<file path="src/rtl/dmem_arbiter.sv">
// -----------------------------------------------------------------------------
// dmem_arbiter
// Shares a single-port data memory between two requesters using round-robin
// arbitration. An accepted command is registered (stage C), drives the memory
// in the next cycle, and the result is registered into a one-cycle response
// pulse to the requester that issued it (stage R). Fixed latency of 2 cycles,
// one accept per cycle.
//
// Ports:
//   clk, rst_n              clock (rising edge), async active-low reset
//   reqN_valid/we/addr/wdata request from port N (0 = CPU MEM, 1 = loader)
//   reqN_ready              grant; accept happens on valid & ready
//   respN_valid/rdata/err   one-cycle response pulse to port N
//   mem_read/mem_write      memory strobes
//   mem_address             word index, zero-extended
//   mem_write_data          memory write data
//   mem_read_data           combinational memory read data
// -----------------------------------------------------------------------------
module dmem_arbiter #(
  parameter int DEPTH = 1024,
  parameter int IDX_W = 10
) (
  input  logic        clk,
  input  logic        rst_n,
  input  logic        req0_valid,
  input  logic        req0_we,
  input  logic [31:0] req0_addr,
  input  logic [31:0] req0_wdata,
  output logic        req0_ready,
  input  logic        req1_valid,
  input  logic        req1_we,
  input  logic [31:0] req1_addr,
  input  logic [31:0] req1_wdata,
  output logic        req1_ready,
  output logic        resp0_valid,
  output logic [31:0] resp0_rdata,
  output logic        resp0_err,
  output logic        resp1_valid,
  output logic [31:0] resp1_rdata,
  output logic        resp1_err,
  output logic        mem_read,
  output logic        mem_write,
  output logic [31:0] mem_address,
  output logic [31:0] mem_write_data,
  input  logic [31:0] mem_read_data
);

  logic             last_q, last_d;
  logic             grant0, grant1, accept;
  logic             acc_we;
  logic [31:0]      acc_addr, acc_wdata, acc_word;

  logic             c_vld_q, c_vld_d;
  logic             c_port_q, c_port_d;
  logic             c_we_q, c_we_d;
  logic             c_err_q, c_err_d;
  logic [IDX_W-1:0] c_idx_q, c_idx_d;
  logic [31:0]      c_wdata_q, c_wdata_d;

  logic             r_vld0_q, r_vld0_d;
  logic             r_vld1_q, r_vld1_d;
  logic [31:0]      r_rdata_q, r_rdata_d;
  logic             r_err_q, r_err_d;

  // ---- arbitration: last_q = 1 means port 1 was granted most recently,
  //      so port 0 wins a tie in that case (and right after reset)
  always_comb begin
    grant0    = req0_valid & (~req1_valid | last_q);
    grant1    = req1_valid & (~req0_valid | ~last_q);
    accept    = grant0 | grant1;
    last_d    = accept ? grant1 : last_q;
    acc_we    = grant1 ? req1_we    : req0_we;
    acc_addr  = grant1 ? req1_addr  : req0_addr;
    acc_wdata = grant1 ? req1_wdata : req0_wdata;
    acc_word  = {2'b00, acc_addr[31:2]};
    c_vld_d   = accept;
    c_port_d  = grant1;
    c_we_d    = acc_we;
    c_err_d   = acc_word >= 32'(DEPTH);
    c_idx_d   = acc_addr[IDX_W+1:2];
    c_wdata_d = acc_wdata;
  end

  assign req0_ready = grant0;
  assign req1_ready = grant1;

  // ---- stage C: registered command
  always_ff @(posedge clk or negedge rst_n) begin
    if (!rst_n) begin
      last_q  <= 1'b1;
      c_vld_q <= 1'b0;
    end else begin
      last_q  <= last_d;
      c_vld_q <= c_vld_d;
    end
  end

  // Payload flops carry no reset; everything they feed is qualified by c_vld_q.
  always_ff @(posedge clk) begin
    c_port_q  <= c_port_d;
    c_we_q    <= c_we_d;
    c_err_q   <= c_err_d;
    c_idx_q   <= c_idx_d;
    c_wdata_q <= c_wdata_d;
  end

  always_comb begin
    mem_read       = c_vld_q & ~c_we_q & ~c_err_q;
    mem_write      = c_vld_q &  c_we_q & ~c_err_q;
    mem_address    = c_vld_q ? {{(32-IDX_W){1'b0}}, c_idx_q} : 32'd0;
    mem_write_data = c_vld_q ? c_wdata_q : 32'd0;
    r_vld0_d       = c_vld_q & ~c_port_q;
    r_vld1_d       = c_vld_q &  c_port_q;
    r_rdata_d      = mem_read ? mem_read_data : 32'd0;
    r_err_d        = c_vld_q & c_err_q;
  end

  // ---- stage R: response pulse
  always_ff @(posedge clk or negedge rst_n) begin
    if (!rst_n) begin
      r_vld0_q <= 1'b0;
      r_vld1_q <= 1'b0;
    end else begin
      r_vld0_q <= r_vld0_d;
      r_vld1_q <= r_vld1_d;
    end
  end

  always_ff @(posedge clk) begin
    r_rdata_q <= r_rdata_d;
    r_err_q   <= r_err_d;
  end

  // Response payload is forced to zero whenever the port's pulse is absent.
  always_comb begin
    resp0_valid = r_vld0_q;
    resp1_valid = r_vld1_q;
    resp0_rdata = r_vld0_q ? r_rdata_q : 32'd0;
    resp1_rdata = r_vld1_q ? r_rdata_q : 32'd0;
    resp0_err   = r_vld0_q & r_err_q;
    resp1_err   = r_vld1_q & r_err_q;
  end

endmodule

</file>
<file path="config.mk">
export PLATFORM = sky130hd
export DESIGN_NAME = dmem_arbiter
export DESIGN_NICKNAME = d
export VERILOG_FILES = /design/src/rtl/dmem_arbiter.sv
export SDC_FILE = /design/constraint.sdc
export NUM_CORES = 1
export LEC_CHECK = 0
export CAP_MARGIN = 20
export CORE_AREA = 2 2 116 118
export CTS_BUF_LIST = sky130_fd_sc_hd__clkbuf_8
export CTS_CLUSTER_DIAMETER = 200
export DETAILED_ROUTE_END_ITERATION = 7
export DIE_AREA = 0 0 118 120
export HOLD_SLACK_MARGIN = 0.1
export PLACE_DENSITY_LB_ADDON = 0.2
export SLEW_MARGIN = 15
export SYNTH_ARGS = -nofsm -noshare
export SYNTH_HDL_FRONTEND = slang
export SYNTH_SLANG_ARGS = --single-unit
</file>
<file path="constraint.sdc">
create_clock -name clk -period 2.1 [get_ports clk]
set_input_delay 0.315 -clock clk [delete_from_list [all_inputs] [get_ports clk]]
set_output_delay 0.315 -clock clk [all_outputs]
set_load 0.005 [all_outputs]
</file>
* Word-level counts from Yosys, hierarchy flattened *
Index checks and enable logic that the tools add are counted.

storage, ports and cells
  memory bits (writable) = 0
  flip-flop bits (word level) = 82
  logic and storage cells = 39
  memories kept = 0
  bits in read-only memories = 0
  input bits = 166
  latch bits = 0

operators by class
  shift operators = 0
  order comparisons = 1
  add/sub/neg operators = 0
  reductions and logical operators = 0
  muxes and demuxes = 7
  div/mod/pow operators = 0
  equality and inequality tests = 0
  multipliers = 0
  bitwise operators = 20

operator list
  cell                                                                     number
  32-bit 2-to-1 mux                                                        5
  30-bit by 11-bit >= comparator with 1-bit output, second input constant  1
  1-bit bitwise AND                                                        11
  10-bit 2-to-1 mux                                                        1
  1-bit NOT                                                                6
  1-bit bitwise OR                                                         3
  1-bit 2-to-1 mux                                                         1

* Longest topological paths before layout *
Gate-level depths: netlist (run 1).

  depth after elaboration = 5
  depth in mapped cells = 5
  depth with buffers taken out = 3

* Worst setup path before layout (run 1) *
No wires, ideal clock.

  path kind = flip-flop to flip-flop
  start point = register last_q
  end point = register c_idx_q[3]
  data required time = 1979 ps
  stages on the path, launching flop included = 5
  arrival time = 1093 ps
  setup slack = 886 ps
  path buffers = 2
  clock period less this slack = 1214 ps
  path through = dfstp_2 -> a21boi_2 -> buf_6 -> buf_6 -> mux2_2

between the ends
  cells in the longest elaborated chain, start to end = 4

ends and longest elaborated chain
  what                    RTL line  source
  start, declared         48        logic last_q, last_d;
  start signal, assigned  93        last_q <= last_d;
  1-bit NOT               69        grant1 = req1_valid & (~req0_valid | ~last_q);
  1-bit bitwise OR        69
  1-bit bitwise AND       69
  32-bit 2-to-1 mux       73        acc_addr = grant1 ? req1_addr : req0_addr;
  via acc_addr[5]         51        logic [31:0] acc_addr, acc_wdata, acc_word;
  end signal, assigned    103       c_idx_q <= c_idx_d;
  end, declared           57        logic [IDX_W-1:0] c_idx_q, c_idx_d;

The timed path passes the listed nets, and every way through them passes these cells.
A chain may end at the register's enable or synchronous reset.

* Worst setup path after layout (run 1) *
  start point = register c_vld_q
  end point = output mem_read

between the ends
  cells in the longest elaborated chain, start to end = 2

ends and longest elaborated chain
  what                             RTL line  source
  start, declared                  53        logic c_vld_q, c_vld_d;
  start signal, assigned           94        c_vld_q <= c_vld_d;
  1-bit bitwise AND (2 in series)  108       mem_read = c_vld_q & ~c_we_q & ~c_err_q;
  end, declared                    41        output logic mem_read,

No other way between the ends.

==> results of run 1 <==
-- routing by layer --
| layer | GRT usage | share of wire | vias up |
|---|---|---|---|
| met1 | 0.140 | 0.34 | 1474 |
| met2 | 0.297 | 0.54 | 186 |
| met3 | 0.0665 | 0.10 | 15 |
| met4 | 0.0497 | 0.014 | 0 |
| met5 | 0 | 0 | - |
| li1 | - | - | 1559 |
-- final timing paths --
path	startpoint	to	slack (ps)	cells after the start
setup / recovery	c_vld_q	mem_read	110	3
hold / removal	rst_n	c_vld_q	160	1
setup reg to reg	last_q	c_err_q	710	4
hold reg to reg	c_port_q	resp0_valid	410	1
max in group asynchronous	rst_n	last_q	1700	1
min in group clk	c_port_q	resp0_valid	410	1
-- stage by stage --
step / setup TNS, ps / util
after floorplan: 0 / -
after global placement: 0 / 0.486
after detailed placement: 0 / 0.486
after CTS: 0 / 0.502
after global routing: -20.0 / 0.502
final: 0 / 0.502
-- layout make-up --
cell class,instances,share of cell area
Clock inverter,6,0.00883
Sequential cell,82,0.255
Timing Repair Buffer,281,0.432
Inverter,1,0.000576
Tap cell,176,0.0338
Multi-Input combinational cell,230,0.248
Clock buffer,10,0.0211
-- placed cells by master, fill, tap and decap left out, types with 2 or more instances in the layout --
cell type        instances
nand2_1                  3
clkbuf_8                10
mux2_2                  43
dfxtp_1                 78
clkinv_2                 3
nor4_1                  10
conb_1                  22
inv_1                    2
and2_1                 143
buf_4                    4
dfrtp_1                  3
clkdlybuf4s50_1        274
-- where the power goes --
group	internal, mW	total, mW	switching [mW]
Sequential	1.65	1.67	0.0205
Combinational	0.541	0.754	0.213
Clock	0.574	1.15	0.575
-- cell families (layout without fill, tap and decap cells) --
| group | Yosys count | after routing | synth area share |
|---|---|---|---|
| compound gates | 3 | 3 | 0.00720 |
| flops | 82 | 82 | 0.478 |
| buf+inv | 42 | 298 | 0.0814 |
| other cells | 1 | 22 | 0.00108 |
| simple gates | 162 | 162 | 0.293 |
| mux | 43 | 43 | 0.139 |
-- repair_timing --
item / 4_1_cts / 5_1_grt
pin swaps: 0 / 0
buffers inserted: 0 / 0
gates resized for setup: 1 / 1
setup endpoints to repair: 1 / 2
==> results.json, run 1 <==
{
  "overflow": 0,
  "fin_hold_ws_ps": 157,
  "drt_iter0_markers": 70,
  "first_pass_iters": 4,
  "crit_family": "buffers and inverters",
  "layout.cells.non_filler": 786,
  "p_total_mw": 3.57,
  "synth.ff_latch_count": 82,
  "p_per_area_nw_per_um2": 548,
  "path_clk_slew_ps": 90,
  "hold_path.class": "in2async",
  "via_per_inst": 4.11,
  "crit_chain": "buf_4, nor3b_2, clkdlybuf4s50_1",
  "drive_gt1_frac": 0.111,
  "ios": 302,
  "cts_max_path_buffers": 2,
  "hold_viol_final": 0,
  "pre_cts_ws_ps": 157,
  "ys_warn_count": 0,
  "final_area_sq_um": 6520,
  "placedInstanceArea_sq_um": 6310,
  "synth_area_leader_cell": "dfxtp_1",
  "maxClockFrequency_mhz": 503,
  "regArea_sq_um": 1660,
  "rsz0062_at_grt": "true",
  "fp.coreArea_sq_um": 13000,
  "port_buffers": 275,
  "hold_buffers": 0,
  "ir_drop_mv": 0.270,
  "cts_inserted_buffers": 9,
  "worst-path-buf-inv": 2,
  "ys_async_sr_fraction": 0.0488,
  "required_ps": 1780,
  "synthCells": 333,
  "dp_hpwl_um": 9050,
  "setup_viol": 0,
  "h-tree-depth": 3,
  "fin_crit_sh": 0.947,
  "place_inst": 770,
  "multi_input_area_sq_um": 1620,
  "grt_antenna_before_repair": 0,
  "post-route-min-period_ps": 1990,
  "grt_pass1_vias": 3299,
  "filler_cell_count": 1275,
  "cap_violations": 0,
  "die-area_sq_um": 14200,
  "synth-edff-count": 0,
  "ant_nets": 0,
  "synth_area_sq_um": 3480,
  "vias": 3234,
  "ys_types": 23,
  "diodes": 0,
  "grt_max_degree": 47,
  "slowest_stage": "clkdlybuf4s50_1",
  "start_kind": "flip-flop",
  "cts_tree": "yes",
  "skew_ps": 16.3,
  "grt_pass1_wl_um": 16400,
  "status": "complete, no violations",
  "layout_setup_ws_ps": 111,
  "die_h_um": 120,
  "nNetsFinal": 771,
  "leakagePower_nw": 2.56,
  "reg_top3": "c_wdata_q (32), r_rdata_q (32), c_idx_q (10)",
  "path_max_fanout": 11,
  "std_cell_rows": 42,
  "grt_util_all_layers": 0.152,
  "syn_area_per_cell_sq_um": 10.4,
  "netlist.area_leader.share": 0.449,
  "wl_um": 11100,
  "max_stage_delay_ps": 560,
  "synth_top_cells_by_count": "143 x and2_1, 78 x dfxtp_1, 43 x mux2_2, 22 x buf_4, 13 x clkbuf_1",
  "synth_flop_cell": "dfxtp_1",
  "synth_seq_area_share": 0.478,
  "clock_sinks": 82,
  "netlist_top_cells_area": "dfxtp_1 45%, and2_1 26%, mux2_2 14%",
  "yosysMostFrequentCell": "and2_1",
  "worst-endpoint-arrival_ps": 1670,
  "drc": 0,
  "wl_per_cell_um": 14.1,
  "start_util": 0.268,
  "root_buffer": "clkbuf_8",
  "critPathKind": "reg2out",
  "die_x_um": 118,
  "slew_violations": 0,
  "gp_congestion": 0.733,
  "area.growth.synth_to_final_pct": 87.4,
  "clk-insertion-delay-late_ps": 360,
  "endpoint_kind": "output port"
}
Power figures use the tool's default switching activity.
==> run 2, diff against run 1 <==
--- a/config.mk
+++ b/config.mk
@@ -5,12 +5,12 @@
 export SDC_FILE = /design/constraint.sdc
 export NUM_CORES = 1
 export LEC_CHECK = 0
-export CAP_MARGIN = 20
 export CORE_AREA = 2 2 116 118
 export CTS_BUF_LIST = sky130_fd_sc_hd__clkbuf_8
 export CTS_CLUSTER_DIAMETER = 200
 export DETAILED_ROUTE_END_ITERATION = 7
 export DIE_AREA = 0 0 118 120
+export GPL_TIMING_DRIVEN = 0
 export HOLD_SLACK_MARGIN = 0.1
 export PLACE_DENSITY_LB_ADDON = 0.2
 export SLEW_MARGIN = 15
==> results.json, run 2 (synthesis gave the netlist of run 1 again) <==
{
  "status": "complete, no violations",
  "overflow": 0,
  "first_pass_iters": 4,
  "tns_ps": 0,
  "die-area_sq_um": 14200,
  "port_buffers": 275,
  "maxClockFrequency_mhz": 493,
  "ant_nets": 0,
  "area.growth.synth_to_final_pct": 96.7,
  "endpoint_kind": "output port",
  "vias": 3308,
  "slew_violations": 0,
  "h-tree-depth": 3,
  "drive_gt1_frac": 0.164,
  "leakagePower_nw": 2.80,
  "worst-endpoint-arrival_ps": 1710,
  "post-route-min-period_ps": 2030,
  "clock_sinks": 82,
  "path_clk_slew_ps": 80,
  "grt_util_all_layers": 0.156,
  "dp_hpwl_um": 9410,
  "skew_ps": 6.78,
  "p_total_mw": 3.72,
  "reg_top3": "c_wdata_q (32), r_rdata_q (32), c_idx_q (10)",
  "cts_inserted_buffers": 9,
  "final_cell_mix": "269 x clkdlybuf4s50_1, 143 x and2_1, 78 x dfxtp_1",
  "cap_violations": 0,
  "root_buffer": "clkbuf_8",
  "worst-path-buf-inv": 3,
  "crit_family": "buffers and inverters",
  "gp_congestion": 0.770,
  "start_kind": "flip-flop",
  "start_util": 0.268,
  "grt_pass1_wl_um": 16900,
  "die_h_um": 120,
  "via_per_inst": 4.01,
  "filler_cell_count": 1209,
  "path_max_fanout": 10,
  "grt_max_degree": 14,
  "fp.coreArea_sq_um": 13000,
  "final_area_sq_um": 6840,
  "wl_um": 11200,
  "hold_path.class": "in2async",
  "fin_crit_sh": 0.966,
  "cts_max_path_buffers": 2,
  "placedInstanceArea_sq_um": 6530,
  "rsz0062_at_grt": "true",
  "grt_antenna_before_repair": 1,
  "critPathKind": "reg2out",
  "grt_pass1_vias": 3312,
  "slowest_stage": "clkdlybuf4s50_1",
  "final_common_cell": "clkdlybuf4s50_1",
  "crit_chain": "clkbuf_8, clkbuf_4, and2_1, clkdlybuf4s50_1",
  "wl_per_cell_um": 13.6,
  "p_per_area_nw_per_um2": 544,
  "drc": 0,
  "clk-insertion-delay-late_ps": 350,
  "cts_tree": "yes",
  "ios": 302,
  "std_cell_rows": 42,
  "drt_iter0_markers": 70,
  "required_ps": 1780,
  "ir_drop_mv": 0.262,
  "setup_viol": 0,
  "hold_viol_final": 0,
  "die_x_um": 118,
  "nNetsFinal": 810,
  "max_stage_delay_ps": 510
}
[run 2: cell types whose count changed in the layout (fill, tap and decap cells not counted), sizes merged]
cell,delta
clkbuf,+13
bufinv,+1
clkinv,-3
buf,+25
clkdlybuf4s50,-5
dlymetal6s2s,+5
diode,+1
clkinvlp,+2
[run 2: cell type report]
| type | count | area [sq um] | area share |
|---|---|---|---|
| inverters | 1 | 3.75 | 0.000549 |
| multi-input cells | 230 | 1620 | 0.236 |
| well taps | 176 | 220 | 0.0322 |
| plain buffers | 41 | 325 | 0.0476 |
| clock inverters | 6 | 83.8 | 0.0123 |
| clock buffers | 9 | 124 | 0.0181 |
| flip-flops and latches | 82 | 1670 | 0.244 |
| repair buffers | 279 | 2800 | 0.409 |
| diodes | 1 | 2.50 | 0.000366 |
[run 2: metrics by stage]
stage	utilization	hold WS [ps]	cells	setup slack [ps]
6_report	0.527	171	825	71.0
4_1_cts	0.524	153	822	5.38
3_5_place_dp	0.503	394	805	-77.8
3_3_place_gp	0.503	382	805	-45.3
2_1_floorplan	-	19.4	354	886
5_1_grt	0.527	160	825	-62.7
[run 2: routing by layer]
metal / vias to the layer above / GRT usage / share of wire
li1: 1640 / - / -
met1: 1482 / 0.147 / 0.35
met2: 178 / 0.299 / 0.54
met3: 8 / 0.0675 / 0.10
met4: 0 / 0.0505 / 0.0095
met5: - / 0 / 0
[run 2: worst paths after layout]
check | startpoint | endpoint | slack, ps | cells after the start
worst min-delay path | rst_n | c_vld_q | 170 | 1
worst max-delay path | c_vld_q | mem_address[8] | 70 | 4
max in group asynchronous | rst_n | last_q | 1690 | 1
worst max register to register | last_q | c_wdata_q[11] | 640 | 5
worst min register to register | c_port_q | resp0_valid | 400 | 1
min in group clk | c_port_q | resp0_valid | 400 | 1
[run 2: report_power, final]
part / switching (mW) / internal [mW]
logic: 0.222 / 0.588
clock network: 0.576 / 0.657
registers: 0.0276 / 1.65
[run 2: repair_timing]
item	4_1_cts	5_1_grt
resized for setup	20	13
setup buffers	2	2
endpoints found under the setup margin	105	65
hold buffers	0	0
